--- config.mk ---
export PLATFORM = sky130hd
export DESIGN_NAME = alu_arbiter
export DESIGN_NICKNAME = d
export VERILOG_FILES = /design/src/rtl/alu_arbiter.sv
export SDC_FILE = /design/constraint.sdc
export NUM_CORES = 1
export LEC_CHECK = 0
export CORE_ASPECT_RATIO = 1.25
export CORE_MARGIN = 2
export CORE_UTILIZATION = 35
export DETAILED_ROUTE_END_ITERATION = 7
export SLEW_MARGIN = 0
export SYNTH_ARGS = -nofsm -noshare
export SYNTH_HDL_FRONTEND = slang
export SYNTH_SLANG_ARGS = --single-unit
--- constraint.sdc ---
create_clock -name clk -period 6.2 [get_ports clk]
set_clock_uncertainty 0.1 [all_clocks]
set_input_delay 1.24 -clock clk [delete_from_list [all_inputs] [get_ports clk]]
set_output_delay 1.24 -clock clk [all_outputs]
set_load 0.1 [all_outputs]
--- src/rtl/alu_arbiter.sv ---
`default_nettype none
// ============================================================================
// Module   : alu_arbiter (with internal combinational alu)
// Purpose  : Shares one combinational ALU between two requesters using
//            valid/ready handshakes and round-robin arbitration. The winning
//            request's operands are registered, evaluated for one cycle and
//            the result is held on a single response channel until accepted.
// Ports    : clk                 rising-edge clock
//            reset               synchronous, active-low reset
//            reqX_valid/ready    request handshake, X = 0 (sequencer), 1 (AGU)
//            reqX_a/b            request operands, N bits
//            reqX_op             request ALUControl code, 3 bits
//            rsp_valid/ready     response handshake
//            rsp_id              requester that issued the response
//            rsp_result/zero     registered ALUResult and Zero flag
// Revision : 1.0 - initial release
// ============================================================================

// ----------------------------------------------------------------------------
// alu : combinational ALU.
//   000 add, 001 sub, 010 and, 011 or, 100 xor, 101 signed set-less-than,
//   remaining codes produce zero.
// ----------------------------------------------------------------------------
module alu #(
  parameter int N = 32
) (
  input  logic [N-1:0] i_a,
  input  logic [N-1:0] i_b,
  input  logic [2:0]   i_op,
  output logic [N-1:0] o_result,
  output logic         o_zero
);

  always_comb begin
    o_result = '0;
    case (i_op)
      3'b000:  o_result = i_a + i_b;
      3'b001:  o_result = i_a - i_b;
      3'b010:  o_result = i_a & i_b;
      3'b011:  o_result = i_a | i_b;
      3'b100:  o_result = i_a ^ i_b;
      3'b101:  o_result = {{(N-1){1'b0}}, ($signed(i_a) < $signed(i_b))};
      default: o_result = '0;
    endcase
  end

  assign o_zero = (o_result == '0);

endmodule

// ----------------------------------------------------------------------------
// alu_arbiter : top level
// ----------------------------------------------------------------------------
module alu_arbiter #(
  parameter int N = 32
) (
  input  logic         clk,
  input  logic         reset,
  input  logic         req0_valid,
  output logic         req0_ready,
  input  logic [N-1:0] req0_a,
  input  logic [N-1:0] req0_b,
  input  logic [2:0]   req0_op,
  input  logic         req1_valid,
  output logic         req1_ready,
  input  logic [N-1:0] req1_a,
  input  logic [N-1:0] req1_b,
  input  logic [2:0]   req1_op,
  output logic         rsp_valid,
  input  logic         rsp_ready,
  output logic         rsp_id,
  output logic [N-1:0] rsp_result,
  output logic         rsp_zero
);

  typedef enum logic [1:0] {
    S_IDLE = 2'd0,
    S_EXEC = 2'd1,
    S_RESP = 2'd2
  } state_t;

  state_t       r_state;
  logic [N-1:0] r_a;
  logic [N-1:0] r_b;
  logic [2:0]   r_op;
  logic         r_id;
  logic         r_last_grant;
  logic         r_rsp_valid;
  logic         r_rsp_id;
  logic [N-1:0] r_rsp_result;
  logic         r_rsp_zero;

  logic         w_gnt0;
  logic         w_gnt1;
  logic         w_grant;
  logic [N-1:0] w_alu_result;
  logic         w_alu_zero;

  // Round-robin: a lone valid always wins; under contention the requester
  // that was not granted last time wins.
  assign w_gnt0 = req0_valid & (~req1_valid | r_last_grant);
  assign w_gnt1 = req1_valid & (~req0_valid | ~r_last_grant);

  // Grants only happen in IDLE and never while reset is being applied, so a
  // requester cannot see a handshake that the FSM then discards.
  assign w_grant    = (r_state == S_IDLE) & reset;
  assign req0_ready = w_grant & w_gnt0;
  assign req1_ready = w_grant & w_gnt1;

  alu #(.N(N)) u_alu (
    .i_a      (r_a),
    .i_b      (r_b),
    .i_op     (r_op),
    .o_result (w_alu_result),
    .o_zero   (w_alu_zero)
  );

  always_ff @(posedge clk) begin
    if (!reset) begin
      r_state      <= S_IDLE;
      r_a          <= '0;
      r_b          <= '0;
      r_op         <= '0;
      r_id         <= 1'b0;
      r_last_grant <= 1'b1;  // requester 0 wins the first contention
      r_rsp_valid  <= 1'b0;
      r_rsp_id     <= 1'b0;
      r_rsp_result <= '0;
      r_rsp_zero   <= 1'b0;
    end else begin
      case (r_state)
        S_IDLE: begin
          if (w_gnt0 | w_gnt1) begin
            r_a          <= w_gnt1 ? req1_a  : req0_a;
            r_b          <= w_gnt1 ? req1_b  : req0_b;
            r_op         <= w_gnt1 ? req1_op : req0_op;
            r_id         <= w_gnt1;
            r_last_grant <= w_gnt1;
            r_state      <= S_EXEC;
          end
        end
        S_EXEC: begin
          r_rsp_result <= w_alu_result;
          r_rsp_zero   <= w_alu_zero;
          r_rsp_id     <= r_id;
          r_rsp_valid  <= 1'b1;
          r_state      <= S_RESP;
        end
        S_RESP: begin
          // Response registers are left untouched on a stall.
          if (rsp_ready) begin
            r_rsp_valid <= 1'b0;
            r_state     <= S_IDLE;
          end
        end
        default: begin
          r_rsp_valid <= 1'b0;
          r_state     <= S_IDLE;
        end
      endcase
    end
  end

  assign rsp_valid  = r_rsp_valid;
  assign rsp_id     = r_rsp_id;
  assign rsp_result = r_rsp_result;
  assign rsp_zero   = r_rsp_zero;

endmodule
`default_nettype wire

# Word-level counts from Yosys, hierarchy flattened
# Index checks and enable logic that the tools add are counted.
# word_totals
mem_bits_ro	0
out_inout_bits	37
wordCells	52
inputBits	139
register_bits	106
memories	0
latch_bits	0
mem_bits_rw	0
# classes
bitwise_logic	15
eq_ne	9
n_lt_le_gt_ge	1
n_shift	0
n_reduce_logical	6
n_div	0
addsub	2
n_mul	0
muxes	9
# op_table
cell	n
32-bit one-hot mux with 6 select lines	1
32-bit 2-to-1 mux	2
32-bit adder	1
32-bit AND	1
32-bit zero test	1
32-bit < comparator	1
32-bit bitwise OR	1
32-bit subtractor	1
32-bit bitwise XOR	1
3-bit by 2-bit == test with 1-bit output (second input constant)	2
3-bit == test (second input constant)	2
2-bit one-hot mux with 3 select lines	1
2-bit AND reduction	3
1-bit AND	5
2-bit 2-to-1 mux	2
1-bit NOT	4
3-bit by 1-bit == test with 1-bit output (second input constant)	1
3-bit zero test	1
3-bit 2-to-1 mux	1
1-bit bitwise OR	3
1-bit one-hot mux with 3 select lines	1
2-bit by 1-bit == test with 1-bit output (second input constant)	1
2-bit == test (second input constant)	1
2-bit zero test	1
other kinds (3)	3

# Depth between registers and ports, before layout
# Gate-level depths: netlist (run 1).
# logic_depth
depth_word	6
depth_mapped	14

# Hierarchy
# From an unflattened synthesis (run 1), not the netlist that was laid out.
# hier_totals
cells_unflattened	1465
hier_area_um2	10471.3
# by_module_without_submodules
mod	cells_each	area_per_inst_um2	n_inst
alu	908	5885.6	1
alu_arbiter	557	4585.6	1

# Least setup slack after synthesis (run 1)
# Ideal clock, no wire load.
# synth_timing
path_type	input to output
startpoint	input req1_valid
endpoint	output req1_ready
n_path_buf	1
arrival_ps	2782
cell_stages	4
path_slack_ps	2078
cell_sequence	inv_1 a21oi_1 clkbuf_1 and3_1
# synth_between
elab_chain_len	2
# synth_lines
element	line	rtl
from (decl)	64	input logic req1_valid,
1-bit AND	102	assign w_gnt1 = req1_valid & (~req0_valid | ~r_last_grant);
1-bit AND	108	assign req1_ready = w_grant & w_gnt1;
to (decl)	65	output logic req1_ready,
# Every way passes these cells.

# Final worst setup path (run 1)
# layout_timing
startpoint	register r_a[10]
endpoint	register r_rsp_zero, in the netlist rsp_zero
# layout_between
elab_chain_len	3
word_cells_on_any_way	8
classes_between	add/sub (2); order compare (1); mux (1); bitwise (3); reduce/logical (1)
# layout_lines
element	line	rtl
from (decl)	83	logic [N-1:0] r_a;
from (signal assigned)	134	r_a <= w_gnt1 ? req1_a : req0_a;
32-bit subtractor, or another cell as far along	38	3'b001: o_result = i_a - i_b;
32-bit one-hot mux with 6 select lines (*)	36	case (i_op)
32-bit zero test (*)	47	assign o_zero = (o_result == '0);
to (signal assigned)	144	r_rsp_zero <= w_alu_zero;
to (decl)	91	logic r_rsp_zero;
# Every way passes the cells marked *; elsewhere a longest branch is shown, timed or not.
# A chain may end at the register's enable or synchronous reset.

==> results of run 1 <==
-- worst register-to-register path, stage by stage, from the launching register on --
cell and delay, ns:
sky130_fd_sc_hd__dfxtp_1 0.40, sky130_fd_sc_hd__inv_1 0.06, sky130_fd_sc_hd__ha_1 0.60, sky130_fd_sc_hd__nand2_1 0.25
sky130_fd_sc_hd__o21ai_0 0.40, sky130_fd_sc_hd__a31oi_1 0.17, sky130_fd_sc_hd__o21ai_0 0.62, sky130_fd_sc_hd__nand3_1 0.15
sky130_fd_sc_hd__a221o_1 0.34, sky130_fd_sc_hd__a22oi_1 0.33, sky130_fd_sc_hd__nand3_1 0.11, sky130_fd_sc_hd__or4_1 0.49
sky130_fd_sc_hd__or4b_1 0.49, sky130_fd_sc_hd__o31ai_2 0.21
-- flip-flops by register name (all words and copies together), names as in the netlist --
register,cells
r_b,32
r_last_grant,1
rsp_result,32
r_a,32
r_id,1
rsp_zero,1
rsp_id,1
r_op,3
r_state,2
rsp_valid,1
-- layout make-up --
cell class / instances / share of cell area, %
clock buffer: 9 / 1.84
clock inverter: 7 / 0.594
inverter: 94 / 2.91
multi-input combinational: 1036 / 58.3
sequential: 106 / 17.4
tap: 355 / 3.64
timing repair buffer: 191 / 15.3
-- power by group through the flow --
| stage | Sequential [mW] | Clock, mW | Combinational [mW] |
|---|---|---|---|
| after floorplan | 1.02 | 0 | 1.11 |
| after global placement | 0.861 | 0 | 1.80 |
| after detailed placement | 0.867 | 0 | 1.80 |
| after CTS | 0.850 | 0.602 | 1.81 |
| after global routing | 0.864 | 0.635 | 1.99 |
| final | 0.849 | 0.591 | 1.83 |
-- through the flow --
| step | hold slack (ns) | cell area, sq um | setup slack [ns] | std cells | total power, mW |
|---|---|---|---|---|---|
| 2_1_floorplan | 0.332 | 9960 | 2.08 | 1333 | 2.13 |
| 5_1_grt | 0.362 | 12200 | 1.12 | 1798 | 3.49 |
| 6_report | 0.355 | 12200 | 1.39 | 1798 | 3.27 |
| 3_3_place_gp | 0.343 | 11900 | 1.46 | 1782 | 2.66 |
| 3_5_place_dp | 0.346 | 11900 | 1.49 | 1782 | 2.67 |
| 4_1_cts | 0.356 | 12200 | 1.49 | 1798 | 3.26 |
-- cell usage after synthesis (5+ instances only) --
library cell	count	area share [%]
sky130_fd_sc_hd__inv_1	91	3.4
sky130_fd_sc_hd__a31oi_1	9	0.57
sky130_fd_sc_hd__a21o_1	9	0.68
sky130_fd_sc_hd__a211oi_1	99	7.5
sky130_fd_sc_hd__o211ai_1	30	2.3
sky130_fd_sc_hd__nand2b_1	9	0.57
sky130_fd_sc_hd__nand2_1	85	3.2
sky130_fd_sc_hd__buf_2	14	0.70
sky130_fd_sc_hd__or4_1	6	0.45
sky130_fd_sc_hd__nor2_1	193	7.3
sky130_fd_sc_hd__a21boi_0	5	0.38
sky130_fd_sc_hd__o21ai_0	62	3.1
sky130_fd_sc_hd__ha_1	104	13
sky130_fd_sc_hd__nor2b_1	13	0.82
sky130_fd_sc_hd__a22oi_1	5	0.38
sky130_fd_sc_hd__and2_1	8	0.50
sky130_fd_sc_hd__nor3_1	29	1.5
sky130_fd_sc_hd__o21bai_1	10	0.75
sky130_fd_sc_hd__a221oi_1	8	0.70
sky130_fd_sc_hd__nand4_1	7	0.44
sky130_fd_sc_hd__a221o_1	6	0.60
sky130_fd_sc_hd__dfxtp_1	106	21
sky130_fd_sc_hd__nand3_1	25	1.3
sky130_fd_sc_hd__xnor2_1	8	0.70
sky130_fd_sc_hd__o22ai_1	6	0.38
sky130_fd_sc_hd__a21oi_1	93	4.7
sky130_fd_sc_hd__buf_1	10	0.38
sky130_fd_sc_hd__o221ai_1	9	0.79
sky130_fd_sc_hd__o2111ai_1	5	0.44
sky130_fd_sc_hd__clkbuf_1	70	2.6
sky130_fd_sc_hd__nor4_1	17	1.1
sky130_fd_sc_hd__o31ai_1	9	0.68
sky130_fd_sc_hd__mux2i_1	75	7.5
-- worst paths after layout --
check                     endpoint  cells past startpoint  slack (ns)
max          rsp_zero$_SDFFE_PN0P_                     13        1.39
min            rsp_id$_SDFFE_PN0P_                      2        0.35
max reg2reg  rsp_zero$_SDFFE_PN0P_                     13        1.39
min reg2reg    rsp_id$_SDFFE_PN0P_                      2        0.35
-- kinds of logic (layout without fill, tap and decap cells) --
kind of cell | count (synthesis) | after routing | synth area share (%)
AOI/OAI and AO/OA | 420 | 420 | 29.4
and+or+nand+nor | 420 | 420 | 19.3
buffers and inverters | 191 | 301 | 7.59
adders and majority gates | 106 | 106 | 13.5
DFF | 106 | 106 | 21.3
muxes | 79 | 79 | 7.99
xor gates and xnor gates | 11 | 11 | 0.967
-- metal layers --
layer  GRT usage, %  share of wire (%)
met1           29.9                 45
met2           38.5                 47
met3           2.76                5.6
met4           5.80                1.7
met5              0                  0
==> results, run 1 <==
- For this design, the slowest cell found on the critical path is sky130_fd_sc_hd__o21ai_0.
- In this run, post-CTS repair resized a total of 0 instances.
- The proportion of synthesized flip-flops having asynchronous set or reset is 0%.
- The detailed-route vias per instance is 5.68.
- The height of the die is 193 um.
- Cells fill 43.3% of the core in the end.
- Leaving out fill and tap cells, the most frequent cells in the layout are sky130_fd_sc_hd__nor2_1, sky130_fd_sc_hd__clkdlybuf4s50_1, sky130_fd_sc_hd__dfxtp_1.
- The worst endpoint required time is 6.40 ns.
- The signal on the critical path passes through inv_1, ha_1, nand2_1, o21ai_0, a31oi_1, o21ai_0, nand3_1, a221o_1, a22oi_1, nand3_1, or4_1, or4b_1, o31ai_2.
- In this run the most critical hold path is launched from r_id$_SDFFE_PN0P_.
- The first global-routing pass estimated 52700 um of wire.
- The number of distinct library cells after synthesis is 81.
- In the final timing run, aggregate negative setup slack is 0 ns.
- The nature of the critical path startpoint is a flop.
- The final hold violation count is 0.
- The power dissipated by switching net loads is 1.58 mW.
- Counting every sink on the clock net gives 106.
- The count of warnings emitted by yosys is 0.
- The number of buffers and inverters on the critical path is 1.
- Clock-pin slew was measured on the worst setup and hold paths at 0.08 ns.
- The launching point of the worst reg2reg path is r_a[10]$_SDFFE_PN0P_.
- The number of setup buffers added after CTS is 0.
- The number of levels in the clock H-tree is 3.
- The number of enable flip-flop cells after synthesis is 0.
- The remaining design rule violation count is 0.
- The arrival time reported for the critical path endpoint is 5.00 ns.
- The proportion of total power due to net switching is 48.3%.
- The number of buffers created by CTS is 9.
- The final antenna diode count is 0.
- The internal power of the cells totals 1.69 mW.
- Detailed placement finished with a half-perimeter wire length of 26700 um.
- The clock network is responsible for 18.1% of the overall power.
- The post-synthesis cell count is 1333.
- The post-synth net total is 1578.
- The smallest clock period supported by the final layout is computed as 4.81 ns.
- Port buffering added 175 buffers.
- The first-pass iteration count of the detailed router is 5.
- The clock latency on the worst-skew pair is 0.38 ns.
- The summed instance area of the synthesized netlist is 9960 sq um.
- The width of the chip is 155 um.
- The largest single stage delay on the critical path is 0.62 ns.
- A synthesized cell averages 7.47 sq um.
- Sequential cells account for 26.0% of the total power.
- The routed length per placed instance is 19.1 um.
- The maximum number of pins on one net before global-route repair is 75.
- The number of antenna violations at the first check in global routing is 0.
- The count of boundary I/O pins is 176.
- The number of nets at the end of the flow is 1683.
- The number of global-route vias before repair is 9442.
- The CTS tree is yes.
- The largest fanout on the critical path is 11.
- For this block, the routed nets add up to 34300 um of wire.
- Across every metal layer, demand over resource in global routing totals 22.5%.
- The min-delay analysis places its worst path in the category reg2reg.
- After synthesis the netlist holds a flip-flop and latch count of 106.
- The final-report setup violation count is 0.
- The ratio of cells with drive above 1 in the final layout is 4.85%.
- The number of nets with antenna violations after detailed routing is 0.
- The initialized floorplan defines 69 standard-cell rows.
- In this run the tightest slew margin relative to its limit is 32.2%.
- At the pin with the least slew margin, the transition time is 1.01 ns.
- The combinational power share is 55.9%.
- The number of design-rule violations left by the first detailed-router iteration is 854.
- Sequential elements use 21.3% of the synthesized area.
- The start point of the critical path is r_a[10]$_SDFFE_PN0P_.
- For this configuration, the core starts out at a cell density of 35.3%.
- On the critical path the largest part of the delay comes from compound AO/OA/AOI/OAI gates.
- The reported max-cap violation count is 0.
- After clock tree synthesis, the flow added hold-fix buffers numbering 0.
- The area of the die is 29800 sq um.
- The floorplan core area is 28200 sq um.
- The flip-flop and latch area is 2120 sq um.
- The total congestion overflow is 0.
- Timing would allow up to 0.208 GHz.
- The dominant register cell in the synthesized netlist is sky130_fd_sc_hd__dfxtp_1.
- The run finished with clean final reports.
- The number of fillers in the final layout is 2913.
- The final RePlAce weighted congestion is 0.967.
- The relative area change from synthesis to final layout is 22.6%.
- The endpoint kind of the worst setup timing path is a flop.
- Leaving out fill and tap cells, the most frequent cell in the layout is sky130_fd_sc_hd__nor2_1.
- The final route contains 10207 vias.
- The count of final max-slew check failures is 0.
- The worst setup path is of the reg2reg kind.
- Counting along the longest clock path gives a buffer depth of 2.
- The area of the multi-input gates is 7130 sq um.
- IR analysis of the VDD net gives a maximum drop of 139 uV.
- Setup repair after global routing left no endpoint under its margin.
- The cell sitting at the root of the clock tree is a sky130_fd_sc_hd__clkbuf_16.
- The power density over the cells is 267 nW/um^2.
- The analysis attributes to cell leakage a power of 4.77 nW.
- After layout, the worst path uses 77.5% of the clock period.
No activity file was read; power rests on OpenSTA's default activity.
==> run 2: changes to the inputs <==
Clock period 6.2 ns to 4.4 ns, I/O delays scaled along.
==> run 2 against run 1 <==
First-iteration DRC count is 21% lower. Global-route usage is 0.68 points higher. Clock-buffer cell count stayed put. Via count is 2.8% higher. Sequential share of layout area is 1.2 points lower. Cell area is 8.1% higher. Total power is 52% higher. Sequential cell count stayed put. Sequential power is 39% higher. Routed wire length is 2.6% higher. Critical endpoint unchanged. Highest routed layer unchanged.
==> results, run 2 (synthesis results as in run 1) <==
- The number of cells on the worst hold path was 2 (unchanged).
- The destination of the worst register-to-register timing path is rsp_zero$_SDFFE_PN0P_ (unchanged).
- The final antenna diode count is 0 (unchanged).
- The most frequent standard cell in the layout excluding fill and tap cells is sky130_fd_sc_hd__nor2_1 (unchanged).
- The total routing usage reported by global routing came to 23.2% (was 22.5%).
- Top library cells by usage in the layout, fill and taps aside: sky130_fd_sc_hd__nor2_1, sky130_fd_sc_hd__clkdlybuf4s50_1, sky130_fd_sc_hd__buf_4 (was sky130_fd_sc_hd__nor2_1, sky130_fd_sc_hd__clkdlybuf4s50_1, sky130_fd_sc_hd__dfxtp_1).
- The clock sink count is 106 (unchanged).
- The endpoint kind of the worst setup timing path was a flop (unchanged).
- The relative area change from synthesis to final layout is 32.6% (was 22.6%).
- The start point of the worst hold path is r_id$_SDFFE_PN0P_ (unchanged).
- The CTS tree is yes (unchanged).
- The slowest stage cell on the critical path is sky130_fd_sc_hd__or4_4 (was sky130_fd_sc_hd__o21ai_0).
- The via count of the routed design is 10492 (was 10207).
- The final RePlAce weighted congestion is 0.961 (was 0.967).
- The end-of-flow core utilization is 46.8% (was 43.3%).
- The floorplan core area was 28200 sq um (unchanged).
- The clock root buffer is sky130_fd_sc_hd__clkbuf_16 (unchanged).
- The height of the die came to 193 um (unchanged).
- The number of design-rule violations left by the first detailed-router iteration is 678 (was 854).
- The critical path start-end classification was reg2reg (unchanged).
- Status: finished clean (unchanged).
- The number of antenna violations at the first check in global routing is 0 (unchanged).
- The clock latency on the worst-skew pair is 0.38 ns (about the same).
- The leakage power is 5.30 nW (was 4.77 nW).
- The global-route wire length before repair was 54700 um (was 52700 um).
- The clock-pin transition on the worst setup and hold timing paths is 0.09 ns (was 0.08 ns).
- The detailed-route vias per instance was 5.53 (was 5.68).
- The final-report setup violation count is 0 (unchanged).
- The period utilization is 96.2% (was 77.5%).
- The initial core utilization is 35.3% (unchanged).
- The peak ir drop on the vdd network is 178 uV (was 139 uV).
- The hold slack is 0.358 ns (was 0.355 ns).
- The power density over the cells is 376 nW/um^2 (was 267 nW/um^2).
- The floorplan row count came to 69 (unchanged).
- The total length of routed wires was 35100 um (was 34300 um).
- The transition at the pin with the smallest max-transition slack is 0.990 ns (was 1.01 ns).
- The quantity of hold-fixing buffers added after cts was 0 (unchanged).
- The final hold violation count was 0 (unchanged).
- The most repeated library cell on the critical path is sky130_fd_sc_hd__buf_4.
- The time the final worst path needs with I/O delays and setup is 4.23 ns (was 4.81 ns).
- The non-filler instance count after layout is 1897 (was 1798).
- The number of nets with antenna violations after detailed routing is 0 (unchanged).
- The top achievable clock speed is 0.236 GHz (was 0.208 GHz).
- The launching point of the worst reg2reg path is r_a[4]$_SDFFE_PN0P_ (was r_a[10]$_SDFFE_PN0P_).
- The number of nets at the end of the flow is 1782 (was 1683).
- The count of final max-slew check failures is 0 (unchanged).
- The count of boundary I/O pins is 176 (unchanged).
- The endpoint with the worst hold slack was rsp_id$_SDFFE_PN0P_ (unchanged).
- The number of buffers on the longest clock path came to 2 (unchanged).
- The number of levels in the clock H-tree is 3 (unchanged).
- The power after layout is 4.97 mW (was 3.27 mW).
- The post-placement cell area is 12700 sq um (was 11900 sq um).
- The delay of the slowest cell on the worst path is 0.54 ns (was 0.62 ns).
- The worst-case headroom to the max-slew limit is 33.8% (was 32.2%).
- The ratio of cells with drive above 1 in the final layout is 13.7% (was 4.85%).
- The number of placed cells counting well taps is 1875 (was 1782).
- RSZ-0062 raised after global routing: no (unchanged).
- The design area was 13200 sq um (was 12200 sq um).
- The arrival time reported for the critical path endpoint was 4.43 ns (was 5.00 ns).
- The routed length per placed instance was 18.5 um (was 19.1 um).
- The number of global-route vias before repair was 9885 (was 9442).
- The count of cells along the worst register-to-register path was 16 (was 13).
- The worst endpoint required time is 4.60 ns (was 6.40 ns).
- The total congestion overflow is 0 (unchanged).
- The worst reg-to-reg setup slack is 0.17 ns (was 1.39 ns).
- The quantity of I/O buffers inserted on ports is 175 (unchanged).
- The largest fanout on the critical path is 8 (was 11).
- The area of the die is 29800 sq um (unchanged).
- The HPWL after detailed placement is 27800 um (was 26700 um).
- Cell Chain, Critical Path: inv_1, ha_1, buf_4, buf_4, nor3b_2, nor3_1, buf_4, a2111oi_4, o31ai_2, xnor2_1, o211ai_1, nor4_1, nand4_1, or4_4, or4b_1, o31ai_2 (was inv_1, ha_1, nand2_1, o21ai_0, a31oi_1, o21ai_0, nand3_1, a221o_1, a22oi_1, nand3_1, or4_1, or4b_1, o31ai_2).
- The number of buffers created by CTS is 9 (unchanged).
- The reported max-cap violation count is 0 (unchanged).
- The number of fillers in the final layout is 2897 (was 2913).
- The maximum number of pins on one net before global-route repair is 82 (was 75).
- The nature of the critical path startpoint was a flop (unchanged).
- The width of the chip is 155 um (unchanged).
- The first-pass iteration count of the detailed router came to 5 (unchanged).
- The worst min-delay path category was reg2reg (unchanged).
- The remaining design rule violation count is 0 (unchanged).
[run 2: cell types whose count changed in the layout (fill, tap and decap cells not counted), sizes merged]
cell	before	now
inv	96	98
clkdlybuf4s50	174	173
buf	17	117
clkinvlp	1	0
clkinv	4	3
[run 2: final cells by class]
type | instances | area (sq um) | share of cell area (%)
flip-flops and latches | 106 | 2130 | 16.1
inverters | 94 | 355 | 2.69
clock buffers | 9 | 225 | 1.71
well taps | 355 | 444 | 3.36
multi-input cells | 1036 | 7310 | 55.4
clock inverters | 7 | 76.3 | 0.578
repair buffers | 290 | 2660 | 20.2
[run 2: repair_timing]
| action | 4_1_cts | 5_1_grt |
|---|---|---|
| setup buffers | 0 | 6 |
| gates resized for setup | 4 | 47 |
| pin swaps | 3 | 16 |
| setup endpoints to repair | 1 | 1 |
[run 2: stage by stage]
stage	setup TNS [ns]	setup slack, ns
6_report	0	0.168
2_1_floorplan	0	0.395
4_1_cts	0	0.0210
3_3_place_gp	-0.0312	-0.0312
5_1_grt	0	0.00474
3_5_place_dp	-0.0205	-0.0205
[run 2: metal layers]
layer  part of all wire, %  GRT usage, %  up-vias  wire length, um
met4                   1.9          6.62        0              659
met3                   4.7          2.20       43             1660
met1                    47          31.8     4860            16500
li1                      -             -     5253                -
met5                     0             0        -                0
met2                    46          38.8      336            16300
[run 2: how the worst max path moves through the flow]
stage	depth (start not counted)	startpoint	to	slack, ns
after global placement	13	r_b[7]$_SDFFE_PN0P_	rsp_zero$_SDFFE_PN0P_	-0.03
after global routing	16	r_a[4]$_SDFFE_PN0P_	rsp_zero$_SDFFE_PN0P_	0.005
final	16	r_a[4]$_SDFFE_PN0P_	rsp_zero$_SDFFE_PN0P_	0.17
after floorplan	13	r_a[1]$_SDFFE_PN0P_	rsp_zero$_SDFFE_PN0P_	0.39
after detailed placement	13	r_b[7]$_SDFFE_PN0P_	rsp_zero$_SDFFE_PN0P_	-0.02
after CTS	16	r_a[0]$_SDFFE_PN0P_	rsp_zero$_SDFFE_PN0P_	0.02
[run 2: where the power goes]
part,switching (mW),internal (mW)
Sequential,0.105,1.08
Combinational,1.78,1.16
Clock,0.441,0.407
Total,2.32,2.65
[run 2: critical path, delay by kind of cell (launching register included)]
kind	cells	cell delay (ns)
XOR/XNOR	1	0.17
buffers and inverters	4	0.52
flip-flops	1	0.34
adder cells (fa/ha/maj)	1	0.31
AND/OR/NAND/NOR	6	1.82
AO/OA/AOI/OAI	4	0.89
